===== config.mk =====
export PLATFORM = sky130hd
export DESIGN_NAME = control_unit_pipelined_flat
export DESIGN_NICKNAME = d
export VERILOG_FILES = /design/src/rtl/control_unit_pipelined_if.sv /design/src/rtl/control_unit_pipelined.sv /design/src/flat_wrapper.sv
export SDC_FILE = /design/constraint.sdc
export NUM_CORES = 1
export LEC_CHECK = 0
export BUFFER_PORTS_ARGS = -buffer_cell sky130_fd_sc_hd__buf_2
export CAP_MARGIN = 10
export CORE_MARGIN = 5
export CORE_UTILIZATION = 49
export CTS_BUF_LIST = sky130_fd_sc_hd__clkbuf_4
export CTS_CLUSTER_SIZE = 25
export DETAILED_ROUTE_END_ITERATION = 10
export GPL_TIMING_DRIVEN = 0
export PLACE_DENSITY = 0.83
export SKIP_LAST_GASP = 1
export SYNTH_ARGS = -nofsm -noshare
export SYNTH_HDL_FRONTEND = slang
export SYNTH_SLANG_ARGS = --single-unit

===== constraint.sdc =====
create_clock -name clk -period 2.03 [get_ports clk]
set_input_delay 0.203 -clock clk [delete_from_list [all_inputs] [get_ports clk]]
set_output_delay 0.203 -clock clk [all_outputs]
set_load 0.02 [all_outputs]

===== src/rtl/control_unit_pipelined_if.sv =====
// Decode-stage control interface.
// Carries the IF/ID-side request (inst, inst_valid, stall_in, flush), the
// interlock back to IF/ID (stall_out) and the registered ID/EX control bundle.
//   master : IF/ID + ID/EX side; drives the instruction, consumes the bundle
//   slave  : control unit; consumes the instruction, drives the bundle
interface control_unit_pipelined_if #(
    parameter int unsigned INST_W     = 16,
    parameter int unsigned REG_ADDR_W = 3,
    parameter int unsigned ALUOP_W    = 2
);
    logic [INST_W-1:0]     inst;
    logic                  inst_valid;
    logic                  stall_in;
    logic                  flush;
    logic                  stall_out;
    logic                  ctrl_valid;
    logic                  wb_alu_to_reg;
    logic                  reg_write;
    logic                  mem_read;
    logic                  mem_write;
    logic [ALUOP_W-1:0]    alu_op;
    logic [1:0]            carry_select;
    logic [REG_ADDR_W-1:0] rd_out;
    logic [INST_W-1:0]     imm_out;
    logic                  illegal;

    modport master (
        output inst, inst_valid, stall_in, flush,
        input  stall_out, ctrl_valid, wb_alu_to_reg, reg_write, mem_read, mem_write,
        input  alu_op, carry_select, rd_out, imm_out, illegal
    );

    modport slave (
        input  inst, inst_valid, stall_in, flush,
        output stall_out, ctrl_valid, wb_alu_to_reg, reg_write, mem_read, mem_write,
        output alu_op, carry_select, rd_out, imm_out, illegal
    );
endinterface


===== src/rtl/control_unit_pipelined.sv =====
// Decode-stage control unit.
// Decodes the IF/ID instruction into the registered ID/EX control bundle
// (1-cycle latency), with load-use interlock, flush/stall handling, illegal
// opcode flagging and an optional two-word LDM carrying a full-width immediate.
// Ports:
//   clk  rising-edge clock
//   rst  synchronous active-high reset
//   cu   control_unit_pipelined_if.slave
//        in : inst, inst_valid, stall_in, flush
//        out: stall_out (combinational), ctrl_valid, wb_alu_to_reg, reg_write,
//             mem_read, mem_write, alu_op, carry_select, rd_out, imm_out, illegal
module control_unit_pipelined #(
    parameter int unsigned INST_W     = 16,
    parameter int unsigned OPCODE_W   = 3,
    parameter int unsigned REG_ADDR_W = 3,
    parameter int unsigned ALUOP_W    = 2,
    parameter int unsigned LDM_EXT    = 0
) (
    input  logic                   clk,
    input  logic                   rst,
    control_unit_pipelined_if.slave cu
);
    localparam int unsigned ImmLoW = INST_W - OPCODE_W - REG_ADDR_W;

    localparam logic [OPCODE_W-1:0] OpLdm = OPCODE_W'(1);
    localparam logic [OPCODE_W-1:0] OpStd = OPCODE_W'(2);
    localparam logic [OPCODE_W-1:0] OpAdd = OPCODE_W'(3);
    localparam logic [OPCODE_W-1:0] OpNot = OPCODE_W'(4);
    localparam logic [OPCODE_W-1:0] OpNop = OPCODE_W'(5);
    localparam logic [OPCODE_W-1:0] OpLdd = OPCODE_W'(6);

    localparam logic [ALUOP_W-1:0] AluAdd  = ALUOP_W'(0);
    localparam logic [ALUOP_W-1:0] AluNot  = ALUOP_W'(1);
    localparam logic [ALUOP_W-1:0] AluPass = ALUOP_W'(2);
    localparam logic [ALUOP_W-1:0] AluNop  = ALUOP_W'(3);

    typedef enum logic [0:0] {StDecode, StLdmImm} state_e;

    // Instruction fields
    logic [OPCODE_W-1:0]   opcode;
    logic [REG_ADDR_W-1:0] rdst;
    logic [REG_ADDR_W-1:0] rsrc;
    logic [ImmLoW-1:0]     imm_lo;

    assign opcode = cu.inst[INST_W-1 -: OPCODE_W];
    assign rdst   = cu.inst[INST_W-OPCODE_W-1 -: REG_ADDR_W];
    assign rsrc   = cu.inst[ImmLoW-1 -: REG_ADDR_W];
    assign imm_lo = cu.inst[ImmLoW-1:0];

    // State and registered bundle
    state_e                state_q, state_d;
    logic [REG_ADDR_W-1:0] ldm_rd_q, ldm_rd_d;
    logic                  ctrl_valid_q, ctrl_valid_d;
    logic                  wb_q, wb_d;
    logic                  rw_q, rw_d;
    logic                  mr_q, mr_d;
    logic                  mw_q, mw_d;
    logic [ALUOP_W-1:0]    alu_q, alu_d;
    logic [1:0]            cs_q, cs_d;
    logic [REG_ADDR_W-1:0] rd_q, rd_d;
    logic [INST_W-1:0]     imm_q, imm_d;
    logic                  illegal_q, illegal_d;

    logic reads_rdst;
    logic reads_rsrc;
    logic hazard;

    always_comb begin
        // Default: bubble, hold FSM
        state_d      = state_q;
        ldm_rd_d     = ldm_rd_q;
        ctrl_valid_d = 1'b0;
        wb_d         = 1'b0;
        rw_d         = 1'b0;
        mr_d         = 1'b0;
        mw_d         = 1'b0;
        alu_d        = AluNop;
        cs_d         = 2'b00;
        rd_d         = '0;
        imm_d        = '0;
        illegal_d    = 1'b0;

        // Source registers each op reads, for the load-use compare
        reads_rdst = 1'b0;
        reads_rsrc = 1'b0;
        case (opcode)
            OpStd, OpAdd: begin
                reads_rdst = 1'b1;
                reads_rsrc = 1'b1;
            end
            OpNot:   reads_rdst = 1'b1;
            OpLdd:   reads_rsrc = 1'b1;
            default: ;
        endcase

        // A load in EX whose destination the decoding op needs: insert one bubble
        hazard = (state_q == StDecode) && cu.inst_valid && ctrl_valid_q && mr_q &&
                 ((reads_rdst && (rdst == rd_q)) || (reads_rsrc && (rsrc == rd_q)));

        if (cu.flush) begin
            // Squash; drops any pending LDM immediate
            state_d = StDecode;
        end else if (state_q == StLdmImm) begin
            // This word is the LDM immediate, not an instruction
            if (cu.inst_valid) begin
                ctrl_valid_d = 1'b1;
                rw_d         = 1'b1;
                alu_d        = AluAdd;
                rd_d         = ldm_rd_q;
                imm_d        = cu.inst;
                state_d      = StDecode;
            end
        end else if (hazard) begin
            // Bubble; IF/ID holds inst so it is re-decoded next cycle
        end else if (cu.inst_valid) begin
            case (opcode)
                OpLdm: begin
                    if (LDM_EXT != 0) begin
                        ldm_rd_d = rdst;
                        state_d  = StLdmImm;
                    end else begin
                        ctrl_valid_d = 1'b1;
                        rw_d         = 1'b1;
                        alu_d        = AluAdd;
                        rd_d         = rdst;
                        imm_d        = INST_W'(imm_lo);
                    end
                end
                OpStd: begin
                    // No register written, so rd_out stays 0
                    ctrl_valid_d = 1'b1;
                    mw_d         = 1'b1;
                    alu_d        = AluPass;
                end
                OpAdd: begin
                    ctrl_valid_d = 1'b1;
                    wb_d         = 1'b1;
                    rw_d         = 1'b1;
                    alu_d        = AluAdd;
                    cs_d         = 2'b10;
                    rd_d         = rdst;
                end
                OpNot: begin
                    ctrl_valid_d = 1'b1;
                    wb_d         = 1'b1;
                    rw_d         = 1'b1;
                    alu_d        = AluNot;
                    rd_d         = rdst;
                end
                OpNop: ctrl_valid_d = 1'b1;
                OpLdd: begin
                    ctrl_valid_d = 1'b1;
                    rw_d         = 1'b1;
                    mr_d         = 1'b1;
                    alu_d        = AluPass;
                    rd_d         = rdst;
                end
                default: illegal_d = 1'b1;
            endcase
        end
    end

    assign cu.stall_out = cu.stall_in | (hazard & ~cu.flush);

    always_ff @(posedge clk) begin
        if (rst) begin
            state_q      <= StDecode;
            ldm_rd_q     <= '0;
            ctrl_valid_q <= 1'b0;
            wb_q         <= 1'b0;
            rw_q         <= 1'b0;
            mr_q         <= 1'b0;
            mw_q         <= 1'b0;
            alu_q        <= AluNop;
            cs_q         <= 2'b00;
            rd_q         <= '0;
            imm_q        <= '0;
            illegal_q    <= 1'b0;
        end else if (!cu.stall_in) begin
            state_q      <= state_d;
            ldm_rd_q     <= ldm_rd_d;
            ctrl_valid_q <= ctrl_valid_d;
            wb_q         <= wb_d;
            rw_q         <= rw_d;
            mr_q         <= mr_d;
            mw_q         <= mw_d;
            alu_q        <= alu_d;
            cs_q         <= cs_d;
            rd_q         <= rd_d;
            imm_q        <= imm_d;
            illegal_q    <= illegal_d;
        end
    end

    assign cu.ctrl_valid    = ctrl_valid_q;
    assign cu.wb_alu_to_reg = wb_q;
    assign cu.reg_write     = rw_q;
    assign cu.mem_read      = mr_q;
    assign cu.mem_write     = mw_q;
    assign cu.alu_op        = alu_q;
    assign cu.carry_select  = cs_q;
    assign cu.rd_out        = rd_q;
    assign cu.imm_out       = imm_q;
    assign cu.illegal       = illegal_q;
endmodule


===== src/flat_wrapper.sv =====
// flat-port wrapper written by rule: the top's interface ports become plain ports
module control_unit_pipelined_flat 
#(
    parameter int unsigned INST_W     = 16,
    parameter int unsigned OPCODE_W   = 3,
    parameter int unsigned REG_ADDR_W = 3,
    parameter int unsigned ALUOP_W    = 2,
    parameter int unsigned LDM_EXT    = 0
)
  (clk, rst, cu_inst, cu_inst_valid, cu_stall_in, cu_flush, cu_stall_out, cu_ctrl_valid, cu_wb_alu_to_reg, cu_reg_write, cu_mem_read, cu_mem_write, cu_alu_op, cu_carry_select, cu_rd_out, cu_imm_out, cu_illegal);
  control_unit_pipelined_if #(.INST_W(INST_W), .REG_ADDR_W(REG_ADDR_W), .ALUOP_W(ALUOP_W)) cu_i ();
  input  logic clk;
  input  logic rst;
  input wire logic [$bits(cu_i.inst)-1:0] cu_inst;
  input wire logic [$bits(cu_i.inst_valid)-1:0] cu_inst_valid;
  input wire logic [$bits(cu_i.stall_in)-1:0] cu_stall_in;
  input wire logic [$bits(cu_i.flush)-1:0] cu_flush;
  output wire logic [$bits(cu_i.stall_out)-1:0] cu_stall_out;
  output wire logic [$bits(cu_i.ctrl_valid)-1:0] cu_ctrl_valid;
  output wire logic [$bits(cu_i.wb_alu_to_reg)-1:0] cu_wb_alu_to_reg;
  output wire logic [$bits(cu_i.reg_write)-1:0] cu_reg_write;
  output wire logic [$bits(cu_i.mem_read)-1:0] cu_mem_read;
  output wire logic [$bits(cu_i.mem_write)-1:0] cu_mem_write;
  output wire logic [$bits(cu_i.alu_op)-1:0] cu_alu_op;
  output wire logic [$bits(cu_i.carry_select)-1:0] cu_carry_select;
  output wire logic [$bits(cu_i.rd_out)-1:0] cu_rd_out;
  output wire logic [$bits(cu_i.imm_out)-1:0] cu_imm_out;
  output wire logic [$bits(cu_i.illegal)-1:0] cu_illegal;
  assign cu_i.inst = cu_inst;
  assign cu_i.inst_valid = cu_inst_valid;
  assign cu_i.stall_in = cu_stall_in;
  assign cu_i.flush = cu_flush;
  assign cu_stall_out = cu_i.stall_out;
  assign cu_ctrl_valid = cu_i.ctrl_valid;
  assign cu_wb_alu_to_reg = cu_i.wb_alu_to_reg;
  assign cu_reg_write = cu_i.reg_write;
  assign cu_mem_read = cu_i.mem_read;
  assign cu_mem_write = cu_i.mem_write;
  assign cu_alu_op = cu_i.alu_op;
  assign cu_carry_select = cu_i.carry_select;
  assign cu_rd_out = cu_i.rd_out;
  assign cu_imm_out = cu_i.imm_out;
  assign cu_illegal = cu_i.illegal;
  control_unit_pipelined #(.INST_W(INST_W), .OPCODE_W(OPCODE_W), .REG_ADDR_W(REG_ADDR_W), .ALUOP_W(ALUOP_W), .LDM_EXT(LDM_EXT)) u_core (.clk(clk), .rst(rst), .cu(cu_i));
endmodule

==> After elaboration in Yosys (flattened, before gate mapping) <==
Index checks and enable logic that the tools add are counted.
{ "classes": {"eq_ne": 8, "mux": 58, "bitwise": 4, "reduce_logical": 14} }
{ "op_table": {"columns": ["operator", "count"], "rows": [
  ["two-way mux 16 bit", 5],
  ["two-way mux 1 bit", 36],
  ["two-way mux 2 bit", 10],
  ["two-way mux 3 bit", 5],
  ["two-way mux 10 bit", 1],
  ["equality test 3 bit (second input constant)", 3],
  ["equality test 3 x 2 -> 1 bit (second input constant)", 2],
  ["equality test 3 bit", 2],
  ["logical AND 1 bit", 6],
  ["case mux 2 bit (3 select lines)", 1],
  ["OR reduction 2 bit", 3],
  ["OR reduction 3 bit", 2],
  ["OR reduction 6 bit", 1],
  ["OR reduction 4 bit", 1],
  ["equality test 3 x 1 -> 1 bit (second input constant)", 1],
  ["NOT 1 bit", 2],
  ["AND 1 bit", 1],
  ["logical OR 1 bit", 1],
  ["bitwise OR 1 bit", 1]
]} }
{ "word_totals": {"register_bits": 30, "in_bits": 21, "output_inout_bits": 30} }

==> Logic depth before layout (Yosys ltp) <==
Gate-level depths: netlist of the first run.
{ "logic_depth": {"ltp_word": 9, "mapped_depth": 6, "mapped_depth_nobuf": 4} }

==> Worst setup path after synthesis of the first run <==
Ideal clock, no wire load.
{ "synth_timing": {"path_kind": "input port to output port", "from": "input port cu_inst[14]", "to": "output port cu_stall_out", "arrival_ps": 1348, "setup_slack_ps": 479, "cell_stages": 5, "path_buffers": 1, "path_cell_list": "clkbuf_1 or3b_2 a21oi_1 a2bb2o_1 a21o_1"} }
{ "synth_between": {"elab_chain_cells": 8} }
{ "synth_rtl": {"columns": ["item", "line", "text"], "rows": [
  ["from (decl)", "flat_wrapper.sv:14", "input wire logic [$bits(cu_i.inst)-1:0] cu_inst;"],
  ["equality test 3 x 2 -> 1 bit or equality test 3 bit (tied branches)", "control_unit_pipelined.sv:86", "case (opcode)"],
  ["OR reduction 3 bit (no source line)", null, null],
  ["two-way mux 1 bit", "control_unit_pipelined.sv:86", null],
  ["logical AND 1 bit", "control_unit_pipelined.sv:98", "((reads_rdst && (rdst == rd_q)) || (reads_rsrc && (rsrc == rd_q)));"],
  ["logical OR 1 bit *", "control_unit_pipelined.sv:98", null],
  ["logical AND 1 bit *", "control_unit_pipelined.sv:97", "hazard = (state_q == StDecode) && cu.inst_valid && ctrl_valid_q && mr_q &&"],
  ["AND 1 bit *", "control_unit_pipelined.sv:163", "assign cu.stall_out = cu.stall_in | (hazard & ~cu.flush);"],
  ["bitwise OR 1 bit *", "control_unit_pipelined.sv:163", null],
  ["to (decl)", "flat_wrapper.sv:18", "output wire logic [$bits(cu_i.stall_out)-1:0] cu_stall_out;"]
]} }
Mark *: on every way between the ends. The rest lies on a longest branch, timed or not.

==> Worst setup path in the final report of the first run <==
{ "layout_timing": {"from": "register u_core.rd_q[1], in the netlist u_core.cu.rd_out[1]", "to": "output port cu_stall_out"} }
{ "layout_between": {"elab_chain_cells": 6} }
{ "layout_rtl": {"columns": ["item", "line", "text"], "rows": [
  ["from (decl)", "control_unit_pipelined.sv:60", "logic [REG_ADDR_W-1:0] rd_q, rd_d;"],
  ["from (signal assigned)", "control_unit_pipelined.sv:189", "rd_q <= rd_d;"],
  ["equality test 3 bit", "control_unit_pipelined.sv:98", null],
  ["logical AND 1 bit", "control_unit_pipelined.sv:98", null],
  ["logical OR 1 bit *", "control_unit_pipelined.sv:98", null],
  ["logical AND 1 bit *", "control_unit_pipelined.sv:97", null],
  ["AND 1 bit *", "control_unit_pipelined.sv:163", null],
  ["bitwise OR 1 bit *", "control_unit_pipelined.sv:163", null]
]} }
Marked as above.

==> results.md, run 1 <==
Pwr:
- The leakage power figure is 0.000726 uW.
- The worst-case IR drop observed on VDD is 0.000580 V.
- For this design the ratio of total power to cell area is 646 nW/um^2.

Placed design:
- The worst setup slack before clock tree synthesis is slightly above 0.2 ns.
- At the end of routability-driven placement, the weighted congestion stood at ~0.88.
- The count of buffers from port buffering is 47.
- After detailed placement, the total cell area comes to ~1600 um^2.
- The HPWL after detailed placement is roughly 2600 um.

Layout:
- The count of antenna diodes in the layout is 0.
- The total number of nets in the final design is between 200 and 250.
- For this run, the share of the core covered by cells in the final layout is 0.646.
- The register with the most flip-flops in the layout has 16 of them.
- The area growth from synthesis to layout is 25.5%.
- In the final layout, the share of cells above drive strength 1 is 0.312.
- The post-route standard cell area excluding fillers is about 1600 um^2.

Clock network:
- The total number of clock tree sinks is 29.
- At the later pin of the worst-skew pair, clock insertion delay measures approximately 0.34 ns.
- Clock-pin slew was measured on the worst setup and hold paths at around 0.1 ns.
- In this run, CTS created clock tree buffers numbering 5.
- TritonCTS built the clock tree.
- The maximum root-to-sink buffer count is 2.
- The root buffer cell chosen for the clock tree is sky130_fd_sc_hd__clkbuf_4.
- The number of gates resized after CTS was 0.
- The number of setup buffers added after CTS is 0.
- For this design, the CTS-stage hold fixing added 0 buffers.
- The CTS H-tree depth is 2.

Logic synthesis:
- Of the total synthesized cell area, the portion taken by AND, OR, NAND and NOR gates is 0.218.
- After synthesis, the largest family of logic cells by area is compound AO/OA/AOI/OAI gates.
- Synthesis handed over a netlist of 147 instances.
- Of the total synthesized cell area, the portion taken by XOR and XNOR cells is 0.0476.
- Of the total synthesized cell area, the portion taken by full adders, half adders and majority gates is 0.
- The mux contribution to synthesized area is 0.
- The post-synthesis compound-gate area fraction is 0.223.
- The synthesized design contains 29 register bits.
- The number of nets handed over by synthesis was ~170.
- The Yosys step of the flow raised 0 warnings.
- The average instance area after synthesis is approximately 8.8 um^2.
- The sequential area share after synthesis is 0.451.
- In this run the cell area of the synthesized design comes to about 1300 um^2.
- The count of cell types in the netlist is 38.

Timing:
- The count of endpoints failing hold in the final timing report is 0.
- For the pin with the worst max-slew slack, the measured transition is a little under 0.6 ns.
- The fraction of the cycle the final worst path needs is 0.925.
- Setup repair after global routing left no endpoint under its margin.
- The time the final worst path needs with I/O delays and setup is about 1.9 ns.
- Once routing completed, OpenROAD measured the worst setup slack at approximately 0.15 ns.
- The count of final max-slew check failures is 0.
- Static timing analysis puts the maximum clock frequency at roughly 0.53 GHz.
- Summed over all failing endpoints, the final setup total negative slack is 0 ns.
- Clock skew on the completed layout was measured at between 0.004 and 0.005 ns.
- The relative slew slack is 0.607.
- Setup violations remaining at the end of the flow were counted as 0.

Worst setup path:
- The data arrival time of the critical path is ~1.7 ns.
- The required time at the worst-slack endpoint is 1.83 ns.
- The critical path class is flop to primary output.
- The largest fanout of any net on the critical path is 4.
- The worst setup path is captured at a primary output.
- The startpoint type of the worst setup path is a flop.

Run status:
- The flow ran to the end, and the final reports show no timing, DRC or antenna violations.

Die:
- Measured along the x axis, the die boundary spans around 61 um.
- The number of placement rows is 18.
- The initial utilization of the core area, before any placement, comes to 0.515.
- The die covers ~3800 um^2.
- The die is between 60 and 70 um tall.
- In this run the standard cell core region covers between 2000 and 2500 um^2.
- The number of ports placed on the die boundary is 51.

GRT:
- The overall global routing resource usage is 0.208.
- The first-pass GRT wire length is 5720 um.
- The number of antenna violations at the first check in global routing was 0.
- The via count of the first global-routing pass came to around 1300.
- Entering global routing, the biggest net connects 11 pins.
- Global routing finished with a remaining overflow of 0.

Route:
- The number of routed nets with antenna violations is 0.
- The first detailed-routing pass took 5 iterations.
- The number of design rule violations left after detail routing is 0.
- The average detailed-routed wire length per instance is between 15 and 20 um.
- The routed design has around 3600 um of wire.
- Dividing the detail-routed via count by the number of cells gives about 5.5.
- The DRC violation total after the first TritonRoute iteration is 62.
- Across all layers, the routed design uses 1282 vias.

Worst hold path:
- The tightest min-delay check is of the primary input to flop type.

Flow run:
- The total of max-cap violations is 0.
[cell usage after synthesis]
master	number	area share
sky130_fd_sc_hd__nand4b_1	2	0.014
sky130_fd_sc_hd__a21boi_0	1	0.0058
sky130_fd_sc_hd__a21oi_1	6	0.023
sky130_fd_sc_hd__o21bai_1	1	0.0058
sky130_fd_sc_hd__o21ai_1	2	0.0078
sky130_fd_sc_hd__and2_1	1	0.0049
sky130_fd_sc_hd__nor2b_1	2	0.0097
sky130_fd_sc_hd__nand2_1	9	0.026
sky130_fd_sc_hd__or3_1	2	0.0097
sky130_fd_sc_hd__xor2_1	3	0.020
sky130_fd_sc_hd__nor2_1	19	0.055
sky130_fd_sc_hd__o22ai_1	2	0.0097
sky130_fd_sc_hd__clkbuf_1	8	0.023
sky130_fd_sc_hd__nor3b_1	2	0.012
sky130_fd_sc_hd__or4_1	2	0.012
sky130_fd_sc_hd__nand3b_1	3	0.017
sky130_fd_sc_hd__xnor2_1	4	0.027
sky130_fd_sc_hd__buf_4	1	0.0058
sky130_fd_sc_hd__nand4_1	1	0.0049
sky130_fd_sc_hd__conb_1	1	0.0029
sky130_fd_sc_hd__and3b_1	1	0.0068
sky130_fd_sc_hd__buf_2	3	0.012
sky130_fd_sc_hd__a2bb2o_1	1	0.0078
sky130_fd_sc_hd__dfxtp_1	29	0.45
sky130_fd_sc_hd__a211o_1	2	0.014
sky130_fd_sc_hd__nor3_1	1	0.0039
sky130_fd_sc_hd__inv_1	3	0.0087
sky130_fd_sc_hd__or3b_2	2	0.014
sky130_fd_sc_hd__o21ai_0	6	0.023
sky130_fd_sc_hd__a21o_1	2	0.012
sky130_fd_sc_hd__o2bb2ai_1	1	0.0068
sky130_fd_sc_hd__or4b_4	1	0.011
sky130_fd_sc_hd__nand3_1	2	0.0078
sky130_fd_sc_hd__o21a_1	1	0.0058
sky130_fd_sc_hd__a22oi_1	16	0.093
sky130_fd_sc_hd__nand2b_1	2	0.0097
sky130_fd_sc_hd__a311o_1	1	0.0078
sky130_fd_sc_hd__buf_6	1	0.0087
[critical path, cell delays in order (launching register included)]
cell and delay [ns]:
sky130_fd_sc_hd__dfxtp_1 0.42, sky130_fd_sc_hd__xor2_1 0.19, sky130_fd_sc_hd__nor3_1 0.07, sky130_fd_sc_hd__a2bb2o_1 0.32, sky130_fd_sc_hd__a21o_1 0.18, sky130_fd_sc_hd__buf_2 0.15
[per-stage QoR]
stage	total power [uW]	hold slack, ns	std cells
after floorplan	660	0.347	147
after global placement	701	0.433	224
after detailed placement	706	0.441	224
after CTS	1050	0.0885	232
after global routing	1090	0.0925	232
final	1040	0.0894	232
[layout make-up]
class | instances | area [um^2]
Buffer | 13 | 63.8
Clock buffer | 5 | 37.5
Clock inverter | 3 | 17.5
Fill cell | 224 | 885
Inverter | 3 | 11.3
Multi-Input combinational cell | 102 | 632
Sequential cell | 29 | 581
Tap cell | 30 | 37.5
Timing Repair Buffer | 47 | 235
[cell families after synthesis]
family,after synthesis
compound gates,42
xor+xnor,7
buf+inv,16
flops,29
other cells,1
simple gates,52
[final timing paths]
path                             from              endpoint  slack [ns]  cells past startpoint
hold reg to reg   u_core.cu.mem_write   u_core.cu.mem_write        0.46                      2
setup reg to reg       u_core.state_q   u_core.cu.mem_write        0.41                      3
hold / removal             cu_inst[0]  u_core.cu.imm_out[0]        0.09                      3
setup / recovery  u_core.cu.rd_out[1]          cu_stall_out        0.15                      5
[cell usage in the layout (no fill, tap or decap), types with 3 or more instances in the layout]
master	count
sky130_fd_sc_hd__nand3b_1	3
sky130_fd_sc_hd__dfxtp_1	29
sky130_fd_sc_hd__clkbuf_4	5
sky130_fd_sc_hd__xnor2_1	4
sky130_fd_sc_hd__xor2_1	3
sky130_fd_sc_hd__nor2_1	19
sky130_fd_sc_hd__a21oi_1	6
sky130_fd_sc_hd__o21ai_0	6
sky130_fd_sc_hd__buf_2	50
sky130_fd_sc_hd__clkbuf_1	8
sky130_fd_sc_hd__a22oi_1	16
sky130_fd_sc_hd__inv_1	3
sky130_fd_sc_hd__nand2_1	9
[where the power goes]
group | switching (uW) | internal [uW] | total, uW
clock | 218 | 130 | 348
sequential | 3.94 | 574 | 578
combinational | 71.9 | 45.6 | 117
[routing by layer]
layer	routed length, um	up-vias	track usage
met4	31	0	0.0929
met3	296	3	0.0713
met5	0	-	0
li1	-	629	-
met2	1740	46	0.340
met1	1490	604	0.245
No activity file was read; power rests on OpenSTA's default activity.
==> run 2, diff against run 1 <==
--- a/config.mk
+++ b/config.mk
@@ -8,12 +8,11 @@
 export BUFFER_PORTS_ARGS = -buffer_cell sky130_fd_sc_hd__buf_2
 export CAP_MARGIN = 10
 export CORE_MARGIN = 5
-export CORE_UTILIZATION = 49
-export CTS_BUF_LIST = sky130_fd_sc_hd__clkbuf_4
+export CORE_UTILIZATION = 47
 export CTS_CLUSTER_SIZE = 25
 export DETAILED_ROUTE_END_ITERATION = 10
 export GPL_TIMING_DRIVEN = 0
-export PLACE_DENSITY = 0.83
+export PLACE_DENSITY = 0.8
 export SKIP_LAST_GASP = 1
 export SYNTH_ARGS = -nofsm -noshare
 export SYNTH_HDL_FRONTEND = slang
==> results.md, run 2 (synthesis results as in run 1) <==
Clock network:
- The post-CTS clock slew at the launch and capture registers of the worst setup and hold paths is 0.09 ns (about the same).
- The total number of clock tree sinks came to 29 (unchanged).
- The count of cells resized by post-cts repair is 0 (unchanged).
- The clock tree from TritonCTS is yes.
- The number of setup buffers added after CTS came to 0 (unchanged).
- The clock root buffer master is sky130_fd_sc_hd__clkbuf_4.
- The clock buffer count from CTS is 5 (unchanged).
- The hold-fix buffer count after cts is 0 (unchanged).
- The clock latency reported for the late side of the worst-skew pair is 0.33 ns (about the same).
- The CTS H-tree depth is 2 (unchanged).
- The maximum root-to-sink buffer count is 2 (unchanged).

Pwr:
- The worst voltage drop across the vdd grid came to 0.000612 V (+5.5%).
- The power density over the cells is 722 nW/um^2 (+12%).
- The overall power consumption is 1190 uW (+14%).
- The leakage power figure is 0.000740 uW (+2.0%).

Timing:
- The fraction of the cycle the final worst path needs is 0.911 (-0.0139).
- The count of final max-slew check failures is 0 (unchanged).
- The relative slew slack is 0.491 (-0.115).
- The worst slack on hold paths is 0.0944 ns (+0.00501 ns).
- The final-report setup violation count is 0 (unchanged).
- The post-route setup TNS came to 0 ns (unchanged).
- The final clock skew is 0.00246 ns (-0.00164 ns).
- The maximum clock frequency is 0.541 GHz (+1.5%).
- The slew at the pin closest to its max-slew limit came to 0.761 ns (+0.173 ns).
- The count of endpoints failing hold in the final timing report is 0 (unchanged).
- The time the final worst path needs with I/O delays and setup is 1.85 ns (-0.0282 ns).
- Setup repair after global routing left no endpoint under its margin.

Layout:
- The layout cell share with drive strength beyond 1 is 0.307 (-0.00495).
- The number of flip-flops in the largest register is 16 (unchanged).
- The post-layout utilization of the core is 0.613 (-0.0332).
- The total of fill cells in the finished design is 257 (+15%).
- The count of antenna diodes in the layout came to 0 (unchanged).
- Relative to the synthesized area, the layout overhead comes to 27.9%.
- The leading cell type in the layout, fill and taps excluded is sky130_fd_sc_hd__buf_2.
- Leaving out fill and tap cells, the most frequent cells in the layout are sky130_fd_sc_hd__buf_2 (50), sky130_fd_sc_hd__dfxtp_1 (29), sky130_fd_sc_hd__nor2_1 (19).
- The post-route standard cell area excluding fillers was 1650 um^2 (+1.9%).
- The total number of nets in the final design was 222 (unchanged).

Die:
- The area inside the core boundary is 2690 um^2 (+7.5%).
- The full die area is 3890 um^2 (+3.6%).
- The number of ports placed on the die boundary is 51 (unchanged).
- The die boundary width came to 62.3 um (+1.8%).
- The initial standard-cell utilization of the core came to 0.479 (-0.0357).
- The vertical die dimension is 62.3 um (+1.8%).
- The number of placement rows is 19 (+1).

GRT:
- The number of antenna violations at the first check in global routing came to 0 (unchanged).
- The first-pass GRT wire length is 6330 um (+11%).
- The overflow left after global routing is 0 (unchanged).
- The via count of the first global-routing pass is 1399 (+6.1%).
- The maximum number of pins on one net before global-route repair was 11 (unchanged).
- The overall global routing resource usage is 0.204 (-0.00371).

Route:
- The sum of routed wire length over all layers came to 3500 um (-1.6%).
- The DRC violation total after the first TritonRoute iteration came to 69 (+11%).
- The number of design rule violations left after detail routing is 0 (unchanged).
- The detailed-router iteration count before antenna repair is 4 (-1).
- The via total after detailed routing is 1290 (+0.62%).
- The average detailed-routed wire length per instance came to 15.0 um (-2.0%).
- The number of routed nets with antenna violations was 0 (unchanged).
- The average via count per standard cell is 5.54 (+0.19%).

Worst setup path:
- The number of buffer and inverter stages on the critical path was 1 (unchanged).
- The critical path startpoint is u_core.cu.rd_out[2].
- The critical path class is flop to primary output.
- The cell with the largest stage delay on the worst path is sky130_fd_sc_hd__dfxtp_1.
- STA classifies the critical path endpoint as a primary output.
- Traced cell by cell, the critical path runs through xor2_1 > nor3_1 > a2bb2o_1 > a21o_1 > buf_2.
- In this run the critical register-to-register path is launched from u_core.state_q.
- The data arrival time of the critical path came to 1.65 ns (-0.02 ns).
- The largest fanout of any net on the critical path was 4 (unchanged).
- The family of cells with the greatest summed delay on the critical path is compound AO/OA/AOI/OAI gates.
- The worst setup path is launched from a flop.
- The biggest cell delay along the critical path is 0.41 ns (about the same).
- The required time at the worst-slack endpoint is 1.83 ns (about the same).

Placed design:
- The count of buffers from port buffering is 47 (unchanged).
- The weighted congestion at the end of routability-driven global placement is 0.828 (-5.6%).
- The standard cell area after detailed placement came to 1560 um^2 (about the same).
- The HPWL after detailed placement is 2630 um (+1.0%).

Worst hold path:
- The kind of path behind the tightest hold check is primary input to flop.
- In this run the most critical hold path is launched from cu_inst[3].

Flow run:
- The total of max-cap violations is 0 (unchanged).

Run status:
- The flow ran to the end, and the final reports show no timing, DRC or antenna violations.
run 2: area by class of cell:
cell class	count	area (um^2)	share of cell area
multi-input combinational	102	632	0.384
buffer	13	63.8	0.0388
timing repair buffer	47	235	0.143
clock buffer	7	55.1	0.0334
inverter	3	11.3	0.00684
sequential	29	581	0.353
tap	31	38.8	0.0236
clock inverter	1	30.0	0.0182
run 2: path summary, 6_finish.rpt:
kind	endpoint	slack, ns	cells past startpoint
worst max-delay path	cu_stall_out	0.18	5
worst min-delay path	u_core.cu.imm_out[3]	0.09	3
worst max register to register	u_core.cu.mem_read	0.41	3
worst min register to register	u_core.cu.mem_write	0.45	2
run 2: where the power goes:
group	internal [uW]	leakage, uW	switching (uW)	total, uW
clock network	294	0.0000455	201	495
registers	574	0.000234	3.78	578
logic	45.6	0.000461	70.2	116
total	913	0.000740	275	1190
run 2: metal layers:
layer  global-route usage  up-vias  share of wire
met5                    0        -              0
met3               0.0919        9          0.075
met1                0.226      612           0.41
li1                     -      628              -
met2                0.337       41           0.50
met4               0.0822        0          0.020
run 2: per-stage QoR:
stage / worst slack, ns / cells
after CTS: 0.156 / 233
after global placement: 0.231 / 225
after floorplan: 0.479 / 147
after global routing: 0.0688 / 233
after detailed placement: 0.227 / 225
final: 0.181 / 233
run 2: tightest hold or removal path: stages:
cell	delay, ns
sky130_fd_sc_hd__buf_2	0.08
sky130_fd_sc_hd__a22oi_1	0.05
sky130_fd_sc_hd__nor2_1	0.07
==> run 3, diff against run 2 <==
--- a/config.mk
+++ b/config.mk
@@ -7,7 +7,7 @@
 export LEC_CHECK = 0
 export BUFFER_PORTS_ARGS = -buffer_cell sky130_fd_sc_hd__buf_2
 export CAP_MARGIN = 10
-export CORE_MARGIN = 5
+export CORE_MARGIN = 2
 export CORE_UTILIZATION = 47
 export CTS_CLUSTER_SIZE = 25
 export DETAILED_ROUTE_END_ITERATION = 10
==> results.md, run 3 (synthesis results as in run 1) <==
Worst hold path:
- The hold path startpoint is cu_inst[2].
- The worst min-delay path endpoint is u_core.cu.imm_out[2].
- The cell count of the worst hold path is 3 (unchanged).
- The kind of path behind the tightest hold check is primary input to flop.

Route:
- The number of routed nets with antenna violations was 0 (unchanged).
- The average via count per standard cell is 5.45 (-1.6%).
- The average detailed-routed wire length per instance was 13.6 um (-9.6%).
- The via total after detailed routing came to 1264 (-2.0%).
- The detailed-router iteration count before antenna repair is 4 (unchanged).
- The number of design rule violations left after detail routing came to 0 (unchanged).
- The sum of routed wire length over all layers was 3150 um (-10%).
- The DRC violation total after the first TritonRoute iteration is 42 (-39%).

Flow run:
- The total of max-cap violations is 0 (unchanged).

Die:
- The number of placement rows is 18 (-1).
- The area inside the core boundary came to 2540 um^2 (-5.3%).
- The initial standard-cell utilization of the core is 0.506 (+0.0266).
- The full die area is 3170 um^2 (-18%).
- The vertical die dimension is 56.3 um (-9.6%).
- The number of ports placed on the die boundary was 51 (unchanged).
- The die boundary width is 56.3 um (-9.6%).

Timing:
- The slew at the pin closest to its max-slew limit is 0.631 ns (-0.131 ns).
- The count of endpoints failing hold in the final timing report is 0 (unchanged).
- The maximum clock frequency is 0.540 GHz (about the same).
- The time the final worst path needs with I/O delays and setup was 1.85 ns (+0.00136 ns).
- The fraction of the cycle the final worst path needs was 0.912 (about the same).
- The post-route setup TNS came to 0 ns (unchanged).
- The count of final max-slew check failures is 0 (unchanged).
- Setup repair after global routing left no endpoint under its margin.
- The relative slew slack came to 0.579 (+0.0872).
- The least setup slack across all paths after layout is 0.179 ns (-0.00136 ns).
- The final clock skew is 0.0108 ns (+0.00833 ns).
- The final-report setup violation count is 0 (unchanged).

Worst setup path:
- The endpoint identified for the worst register-to-register timing path is u_core.cu.mem_read.
- The data arrival time of the critical path is 1.65 ns (about the same).
- The worst reg2reg path depth was 3 (unchanged).
- The largest fanout of any net on the critical path is 4 (unchanged).
- The required time at the worst-slack endpoint is 1.83 ns (about the same).
- The critical path class is flop to primary output.
- The biggest cell delay along the critical path was 0.40 ns (about the same).
- The critical path endpoint category is a primary output.
- The number of buffer and inverter stages on the critical path is 1 (unchanged).
- The startpoint identified for the worst register-to-register timing path is u_core.state_q.
- Among cell families on the critical path, the largest total delay comes from compound AO/OA/AOI/OAI gates.
- The number of gates on the worst path with buffers counted is 5 (unchanged).
- The signal on the critical path passes through xor2_1 > nor3_1 > a2bb2o_1 > a21o_1 > buf_2.
- Among all stages on the critical path, the largest delay is contributed by sky130_fd_sc_hd__dfxtp_1.
- The setup slack of the most critical reg-to-reg path is 0.41 ns (about the same).
- The worst setup path is launched from a flop.

GRT:
- The maximum number of pins on one net before global-route repair was 11 (unchanged).
- The overflow left after global routing is 0 (unchanged).
- The number of antenna violations at the first check in global routing was 0 (unchanged).
- The overall global routing resource usage came to 0.209 (+0.00474).
- The via count of the first global-routing pass was 1131 (-19%).
- The first-pass GRT wire length is 5100 um (-19%).

Clock network:
- The clock latency reported for the late side of the worst-skew pair is 0.33 ns (about the same).
- The clock buffer count from CTS is 5 (unchanged).
- The number of setup buffers added after CTS is 0 (unchanged).
- The hold-fix buffer count after cts is 0 (unchanged).
- The total number of clock tree sinks is 29 (unchanged).
- The post-CTS clock slew at the launch and capture registers of the worst setup and hold paths is 0.09 ns (about the same).
- The clock tree from TritonCTS is yes.
- The maximum root-to-sink buffer count came to 2 (unchanged).
- The CTS H-tree depth is 2 (unchanged).
- In this run the clock root is driven by a sky130_fd_sc_hd__clkbuf_4.
- The count of cells resized by post-cts repair came to 0 (unchanged).

Layout:
- The area added between synthesis and finish came to 27.8% (about the same).
- The leading cell type in the layout, fill and taps excluded is sky130_fd_sc_hd__buf_2.
- The post-layout utilization of the core is 0.647 (+0.0336).
- The total number of nets in the final design was 222 (unchanged).
- The final instance count without filler cells was 232 (-0.43%).
- The number of flip-flops in the largest register is 16 (unchanged).
- The top cell types in the final layout, fill and taps aside, are sky130_fd_sc_hd__buf_2 (50), sky130_fd_sc_hd__dfxtp_1 (29), sky130_fd_sc_hd__nor2_1 (19).
- The count of antenna diodes in the layout came to 0 (unchanged).
- The layout cell share with drive strength beyond 1 was 0.307 (unchanged).

Pwr:
- The worst voltage drop across the vdd grid is 0.000644 V (+5.2%).
- The power density over the cells was 717 nW/um^2 (-0.61%).
- The leakage power figure is 0.000740 uW (unchanged).

Run status:
- The run finished with clean final reports.

Placed design:
- The worst setup slack before clock tree synthesis is 0.218 ns (-0.00870 ns).
- The HPWL after detailed placement was 2390 um (-9.4%).
- The count of buffers from port buffering is 47 (unchanged).
- The placed cell count is 224 (-0.44%).
- The weighted congestion at the end of routability-driven global placement was 0.833 (+0.59%).
-- run 3: cell counts in the layout (fill, tap and decap cells not counted) --
Identical to the previous run, type by type.
-- run 3: final cells by class --
cell class | count | area (um^2)
Fill cell | 236 | 900
Buffer | 13 | 63.8
Clock buffer | 7 | 55.1
Inverter | 3 | 11.3
Timing Repair Buffer | 47 | 235
Multi-Input combinational cell | 102 | 632
Clock inverter | 1 | 30.0
Tap cell | 30 | 37.5
Sequential cell | 29 | 581
-- run 3: worst max path at each step --
stage                     slack (ns)                start            to
after floorplan                 0.48          cu_inst[14]  cu_stall_out
after detailed placement        0.22          cu_inst[15]  cu_stall_out
after CTS                       0.17  u_core.cu.rd_out[0]  cu_stall_out
final                           0.18  u_core.cu.rd_out[0]  cu_stall_out
after global routing            0.09  u_core.cu.rd_out[0]  cu_stall_out
after global placement          0.23          cu_inst[15]  cu_stall_out
-- run 3: stage by stage --
stage	hold WS, ns	power [uW]	area [um^2]
2_1_floorplan	0.347	660	1290
3_3_place_gp	0.432	701	1560
3_5_place_dp	0.438	704	1560
4_1_cts	0.0845	1190	1650
5_1_grt	0.0929	1240	1650
6_report	0.0960	1180	1650
-- run 3: tightest hold or removal path, stage by stage --
cell                      delay [ns]
sky130_fd_sc_hd__buf_2          0.08
sky130_fd_sc_hd__a22oi_1        0.05
sky130_fd_sc_hd__nor2_1         0.07
-- run 3: power by group --
| part | switching [uW] | total, uW | leakage (uW) | internal [uW] |
|---|---|---|---|---|
| clock | 194 | 488 | 0.0000455 | 294 |
| sequential | 3.80 | 578 | 0.000234 | 574 |
| combinational | 68.7 | 114 | 0.000461 | 45.6 |
| total | 267 | 1180 | 0.000740 | 913 |
-- run 3: per-layer routing --
metal	part of all wire	global-route usage
met1	0.41	0.249
met5	0	0
met4	0.016	0.0816
met2	0.47	0.336
met3	0.094	0.0806
